`config.mk`:
```
export PLATFORM = sky130hd
export DESIGN_NAME = stim_sequencer
export DESIGN_NICKNAME = d
export VERILOG_FILES = /design/src/rtl/stim_sequencer.sv
export SDC_FILE = /design/constraint.sdc
export NUM_CORES = 1
export LEC_CHECK = 0
export BUFFER_PORTS_ARGS = -buffer_cell sky130_fd_sc_hd__buf_2
export CAP_MARGIN = 20
export CORE_MARGIN = 5
export CORE_UTILIZATION = 50
export CTS_CLUSTER_DIAMETER = 40
export DETAILED_ROUTE_END_ITERATION = 10
export PLACE_DENSITY_LB_ADDON = 0.05
export RECOVER_POWER = 100
export SYNTH_ARGS = -nofsm -noshare
export SYNTH_HDL_FRONTEND = slang
export SYNTH_SLANG_ARGS = --single-unit
```
`constraint.sdc`:
```
create_clock -name CLK -period 8.2 [get_ports CLK]
set_input_delay 0.41 -clock CLK [delete_from_list [all_inputs] [get_ports CLK]]
set_output_delay 0.41 -clock CLK [all_outputs]
set_load 0.1 [all_outputs]
```
`src/rtl/stim_sequencer.sv`:
```
// stim_sequencer: writes a deterministic burst into each channel FIFO, drains them and checks the returned data
//   CLK, RESET (sync, active-low)           clock and reset
//   start, lfsr_mode, big_cfg               run request and per-run modes, latched on start
//   fifo_full, fifo_empty                   per-channel flow control, a set flag stalls the walk
//   rd_data, rd_valid                       read return, one cycle after the read strobe
//   init, write, wr_data, read, big         registered stimulus to the datapath
//   busy, done, err_count                   run status and saturating mismatch count
module stim_sequencer #(
   parameter int DATA_WIDTH = 8,
   parameter int NUM_CH = 4,
   parameter int BURST_LEN = 4,
   parameter int INIT_CYCLES = 2,
   parameter logic [DATA_WIDTH-1:0] SEED = 'h0F
) (
   input  logic                  CLK,
   input  logic                  RESET,
   input  logic                  start,
   input  logic                  lfsr_mode,
   input  logic                  big_cfg,
   input  logic [NUM_CH-1:0]     fifo_full,
   input  logic [NUM_CH-1:0]     fifo_empty,
   input  logic [DATA_WIDTH-1:0] rd_data,
   input  logic                  rd_valid,
   output logic                  init,
   output logic [NUM_CH-1:0]     write,
   output logic [DATA_WIDTH-1:0] wr_data,
   output logic [NUM_CH-1:0]     read,
   output logic                  big,
   output logic                  busy,
   output logic                  done,
   output logic [7:0]            err_count
);
   localparam int CW = NUM_CH > 1 ? $clog2(NUM_CH) : 1;
   typedef enum logic [2:0] {IDLE, INIT, WRITE, READ, DRAIN, DONE} state_t;
   state_t state, state_n, ph;
   logic [CW-1:0] ch, ch_n;
   logic [7:0] beat, beat_n, outstanding, out_n, err_n;
   logic [3:0] icnt, icnt_n;
   logic [DATA_WIDTH-1:0] wgen, wgen_n, egen, egen_n, wr_data_n;
   logic [NUM_CH-1:0] write_n, read_n;
   logic lfsr_q, lfsr_n, big_n, acc, last_beat, last_ch;

   function automatic logic [DATA_WIDTH-1:0] gen_next(input logic [DATA_WIDTH-1:0] v, input logic l);
      logic [31:0] x;
      logic fb;
      x = 32'(v);
      fb = DATA_WIDTH == 8  ? ^{x[7], x[5], x[4], x[3]} :
           DATA_WIDTH == 16 ? ^{x[15], x[14], x[12], x[3]} : ^{x[31], x[21], x[1], x[0]};
      return l ? {v[DATA_WIDTH-2:0], fb} : v + DATA_WIDTH'(1);
   endfunction

   assign last_beat = beat == 8'(BURST_LEN - 1);
   assign last_ch = ch == CW'(NUM_CH - 1);

   always_comb begin
      // the final INIT cycle already makes the first write decision so the strobe follows init without a gap
      ph = (state == INIT && icnt == 4'd0) ? WRITE : state;
      state_n = ph;
      ch_n = ch;
      beat_n = beat;
      icnt_n = icnt;
      wgen_n = wgen;
      egen_n = egen;
      wr_data_n = wr_data;
      lfsr_n = lfsr_q;
      big_n = big;
      write_n = '0;
      read_n = '0;
      err_n = err_count;
      out_n = outstanding;
      acc = 1'b0;
      if (rd_valid) begin
         // a return with nothing outstanding is an error but must not consume an expected word
         if (outstanding == 8'd0 || rd_data != egen)
            err_n = err_count == 8'hFF ? err_count : err_count + 8'd1;
         if (outstanding != 8'd0) begin
            egen_n = gen_next(egen, lfsr_q);
            out_n = outstanding - 8'd1;
         end
      end
      case (ph)
         IDLE, DONE: if (start) begin
            state_n = INIT;
            icnt_n = 4'(INIT_CYCLES - 1);
            lfsr_n = lfsr_mode;
            big_n = big_cfg;
            wgen_n = SEED;
            egen_n = SEED;
            err_n = '0;
         end
         INIT: icnt_n = icnt - 4'd1;
         WRITE: if (!fifo_full[ch]) begin
            write_n = NUM_CH'(1) << ch;
            wr_data_n = wgen;
            wgen_n = gen_next(wgen, lfsr_q);
            acc = 1'b1;
         end
         READ: if (!fifo_empty[ch]) begin
            read_n = NUM_CH'(1) << ch;
            out_n = out_n + 8'd1;
            acc = 1'b1;
         end
         DRAIN: if (out_n == 8'd0) state_n = DONE;
         default: ;
      endcase
      if (acc) begin
         beat_n = last_beat ? '0 : beat + 8'd1;
         ch_n = last_beat ? (last_ch ? '0 : ch + CW'(1)) : ch;
         if (last_beat && last_ch) state_n = ph == WRITE ? READ : DRAIN;
      end
   end

   always_ff @(posedge CLK) begin
      if (!RESET) begin
         state <= IDLE;
         ch <= '0;
         beat <= '0;
         icnt <= '0;
         outstanding <= '0;
         wgen <= '0;
         egen <= '0;
         lfsr_q <= 1'b0;
         init <= 1'b0;
         write <= '0;
         wr_data <= '0;
         read <= '0;
         big <= 1'b0;
         busy <= 1'b0;
         done <= 1'b0;
         err_count <= '0;
      end else begin
         state <= state_n;
         ch <= ch_n;
         beat <= beat_n;
         icnt <= icnt_n;
         outstanding <= out_n;
         wgen <= wgen_n;
         egen <= egen_n;
         lfsr_q <= lfsr_n;
         init <= state_n == INIT;
         write <= write_n;
         wr_data <= wr_data_n;
         read <= read_n;
         big <= big_n;
         busy <= state_n inside {INIT, WRITE, READ, DRAIN};
         done <= state_n == DONE;
         err_count <= err_n;
      end
   end
endmodule
```
==> results.yml <==
clocking:
  htreeDepth: 3
  clock_latency_ns: 0.35
  cts_tree: "built"
  cts_num_sinks: 70
  post_cts_buffers: 0
  cts_buffers: 9
  clockBufferDepth: 2
  path_clk_slew_ns: 0.08
  cts_resized: 0
  root_buffer: "clkbuf_8"
  cts_hold_buf: 0
timing:
  holdWs_ns: 0.302
  finalHoldViolCount: 0
  min_period_over_period_pct: 48.6
  period_needed_ns: 3.98
  maxSlewViolCount: 0
  timing.slew.headroom_pct: 6.25
  fmax_mhz: 251
  rsz0062_at_grt: "false"
  timing.setup.tns_ns: 0
  finalSetupViolations: 0
  worstMarginPinSlew_ns: 1.39
  fin_skew_ns: 0.0112
grt:
  grt_max_degree: 36
  first_global_vias: 3143
  antenna_found_initial: 0
  grt_pass1_wl_microns: 14600
  grt_usage_pct: 18.3
  overflow: 0
hold_path:
  hp-class: "input port to flop"
  worstHoldPathCells: 3
  hold_start: "lfsr_mode"
  min_to: "lfsr_q$_SDFFE_PN0P_"
setup_path:
  reg2reg_from: "outstanding[0]$_SDFF_PN0_"
  rrSetupSlack_ns: 4.22
  critPathLaunchType: "flop"
  crit_fanout: 14
  worst_ep_required_time_ns: 8.48
  end_kind: "flop"
  critPathKind: "flop to flop"
  reg2reg_depth: 13
  arrival_ns: 4.26
  rr_endpoint: "busy$_SDFF_PN0_"
floorplanning:
  die_h_microns: 96.9
  die_w_microns: 96.9
  rows: 31
  core_area_sq_mm: 0.00729
  die-area_sq_mm: 0.00939
  ios: 50
  start_util_pct: 51.8
final_layout:
  seq_area_sq_mm: 0.00140
  synthToLayoutAreaGrowth_pct: 10.1
  nFillCells: 743
  diodes: 0
  layout-drive-gt1-share_pct: 8.86
  fin_nets: 540
  multi_input_comb_area_sq_mm: 0.00216
synthesis:
  synthTopCellsByArea: "dfxtp_1, nand2_1, nor2_1"
  async_flop_share_pct: 0
  synth_simple_gate_area_share_pct: 26.3
  synth-xor-area-share_pct: 7.19
  synth_top_area_share_pct: 37.1
  synth_area_leader_cell: "dfxtp_1"
  synth.most_common_cell: "dfxtp_1"
  synthesis.area_sq_mm: 0.00378
  avgSynthCellArea_sq_um: 8.17
  synthAdderAreaFrac_pct: 4.97
  synth_top_family_by_area: "simple AND/OR/NAND/NOR gates"
  synth_edf_count: 0
  ys_seq_area_share_pct: 37.1
  syn-num-nets: 499
  synth-compound-area-share_pct: 16.7
  yosysUniqueCellTypes: 63
  yosysWarnings: 0
  ys_top_cells_by_count: "dfxtp_1, nand2_1, nor2_1, a21oi_1"
  ys_ff_latch: 70
  synthMuxAreaShare_pct: 3.61
  synthFlopType: "dfxtp_1"
  syn_inst: 462
power_and_ir_drop:
  p_per_area_mw_per_mm2: 323
  p_total_mw: 1.34
  ir_drop_mv: 0.164
  leakage_nw: 1.53
detailed_routing:
  drcViolationCount: 0
  drtIter0Drc: 138
  wl_microns: 8330
  ant_nets: 0
  viasPerCell: 5.39
  dr_total_vias: 3274
  drt-wirelength-per-cell_microns: 13.7
  dr.pass1.iters: 4
flow_run:
  cap_violations: 0
place:
  place.gp.congestion: 0.780
  dpl.hpwl_microns: 5860
  io_buffers: 49
outcome:
  outcome: "finished clean"
## cell usage in the layout, fill, tap and decap left out, types with 3 or more instances in the layout
cell type / instances
nand2_1: 63
or3_1: 10
nor3b_1: 5
mux2i_1: 8
ha_1: 15
nand3_1: 9
clkbuf_8: 10
dfxtp_1: 70
inv_1: 12
a21oi_1: 41
xor2_1: 13
xnor2_1: 18
o21bai_1: 3
nor3_1: 13
and3_1: 10
o21ai_0: 19
nor2b_1: 3
a31oi_1: 5
nor2_1: 60
nand4_1: 8
buf_2: 21
clkbuf_1: 31
o211ai_1: 7
a211oi_1: 5
clkinv_2: 3
## how the worst max path moves through the flow
stage / start / endpoint / slack (ns) / cells after the start
3_3_place_gp: outstanding[0]$_SDFF_PN0_ / busy$_SDFF_PN0_ / 4.75 / 13
4_1_cts: outstanding[0]$_SDFF_PN0_ / busy$_SDFF_PN0_ / 4.56 / 13
2_1_floorplan: outstanding[0]$_SDFF_PN0_ / busy$_SDFF_PN0_ / 5.09 / 16
5_1_grt: outstanding[0]$_SDFF_PN0_ / busy$_SDFF_PN0_ / 3.81 / 13
3_5_place_dp: outstanding[0]$_SDFF_PN0_ / busy$_SDFF_PN0_ / 4.60 / 13
6_report: outstanding[0]$_SDFF_PN0_ / busy$_SDFF_PN0_ / 4.22 / 13
## routing by layer
metal / vias up / routed length [microns] / GRT usage, %
li1: 1706 / - / -
met1: 1493 / 4130 / 23.9
met2: 63 / 3680 / 28.9
met3: 12 / 377 / 4.03
met4: 0 / 142 / 7.88
met5: - / 0 / 0
## stage by stage
stage | util [%] | cell area [sq um] | worst slack, ns | std cells
2_1_floorplan | - | 3780 | 5.09 | 462
3_3_place_gp | 55.5 | 4050 | 4.75 | 589
3_5_place_dp | 55.5 | 4050 | 4.60 | 589
4_1_cts | 57.8 | 4210 | 4.56 | 605
5_1_grt | 57.0 | 4160 | 3.81 | 607
6_report | 57.0 | 4160 | 4.22 | 607
## final cells by class
| type | instances | area share, % |
|---|---|---|
| timing repair buffer | 52 | 6.17 |
| clock buffer | 12 | 3.49 |
| tap | 99 | 2.98 |
| inverter | 13 | 1.17 |
| clock inverter | 4 | 0.542 |
| sequential | 70 | 33.7 |
| multi-input combinational | 357 | 52.0 |
## critical path: stages, from the launching register on
cell,delay [ns]
dfxtp_1,0.38
inv_1,0.11
ha_1,0.21
or3b_2,0.48
o21ai_0,1.08
o21ai_0,0.36
inv_1,0.14
ha_1,0.15
o221ai_1,0.10
nor3_1,0.19
o311ai_0,0.14
o22ai_1,0.30
o21ai_0,0.14
a21oi_1,0.14
## power breakdown
group / total (mW) / switching (mW) / leakage (nW) / internal (mW)
clock: 0.245 / 0.128 / 0.0861 / 0.117
sequential: 0.489 / 0.0846 / 0.570 / 0.404
combinational: 0.611 / 0.393 / 0.872 / 0.218
## registers in the layout (all words and copies together) (netlist names), 8 cells and up
| signal | count |
|---|---|
| egen | 8 |
| outstanding | 8 |
| beat | 8 |
| wgen | 8 |
| err_count | 8 |
| wr_data | 8 |
## cell families after synthesis
logic type | after synthesis
buffers and inverters | 35
adder cells (fa/ha/maj) | 15
AO/OA/AOI/OAI | 100
flip-flops | 70
AND/OR/NAND/NOR | 200
XOR/XNOR | 31
multiplexers | 11
Power figures use the tool's default switching activity.
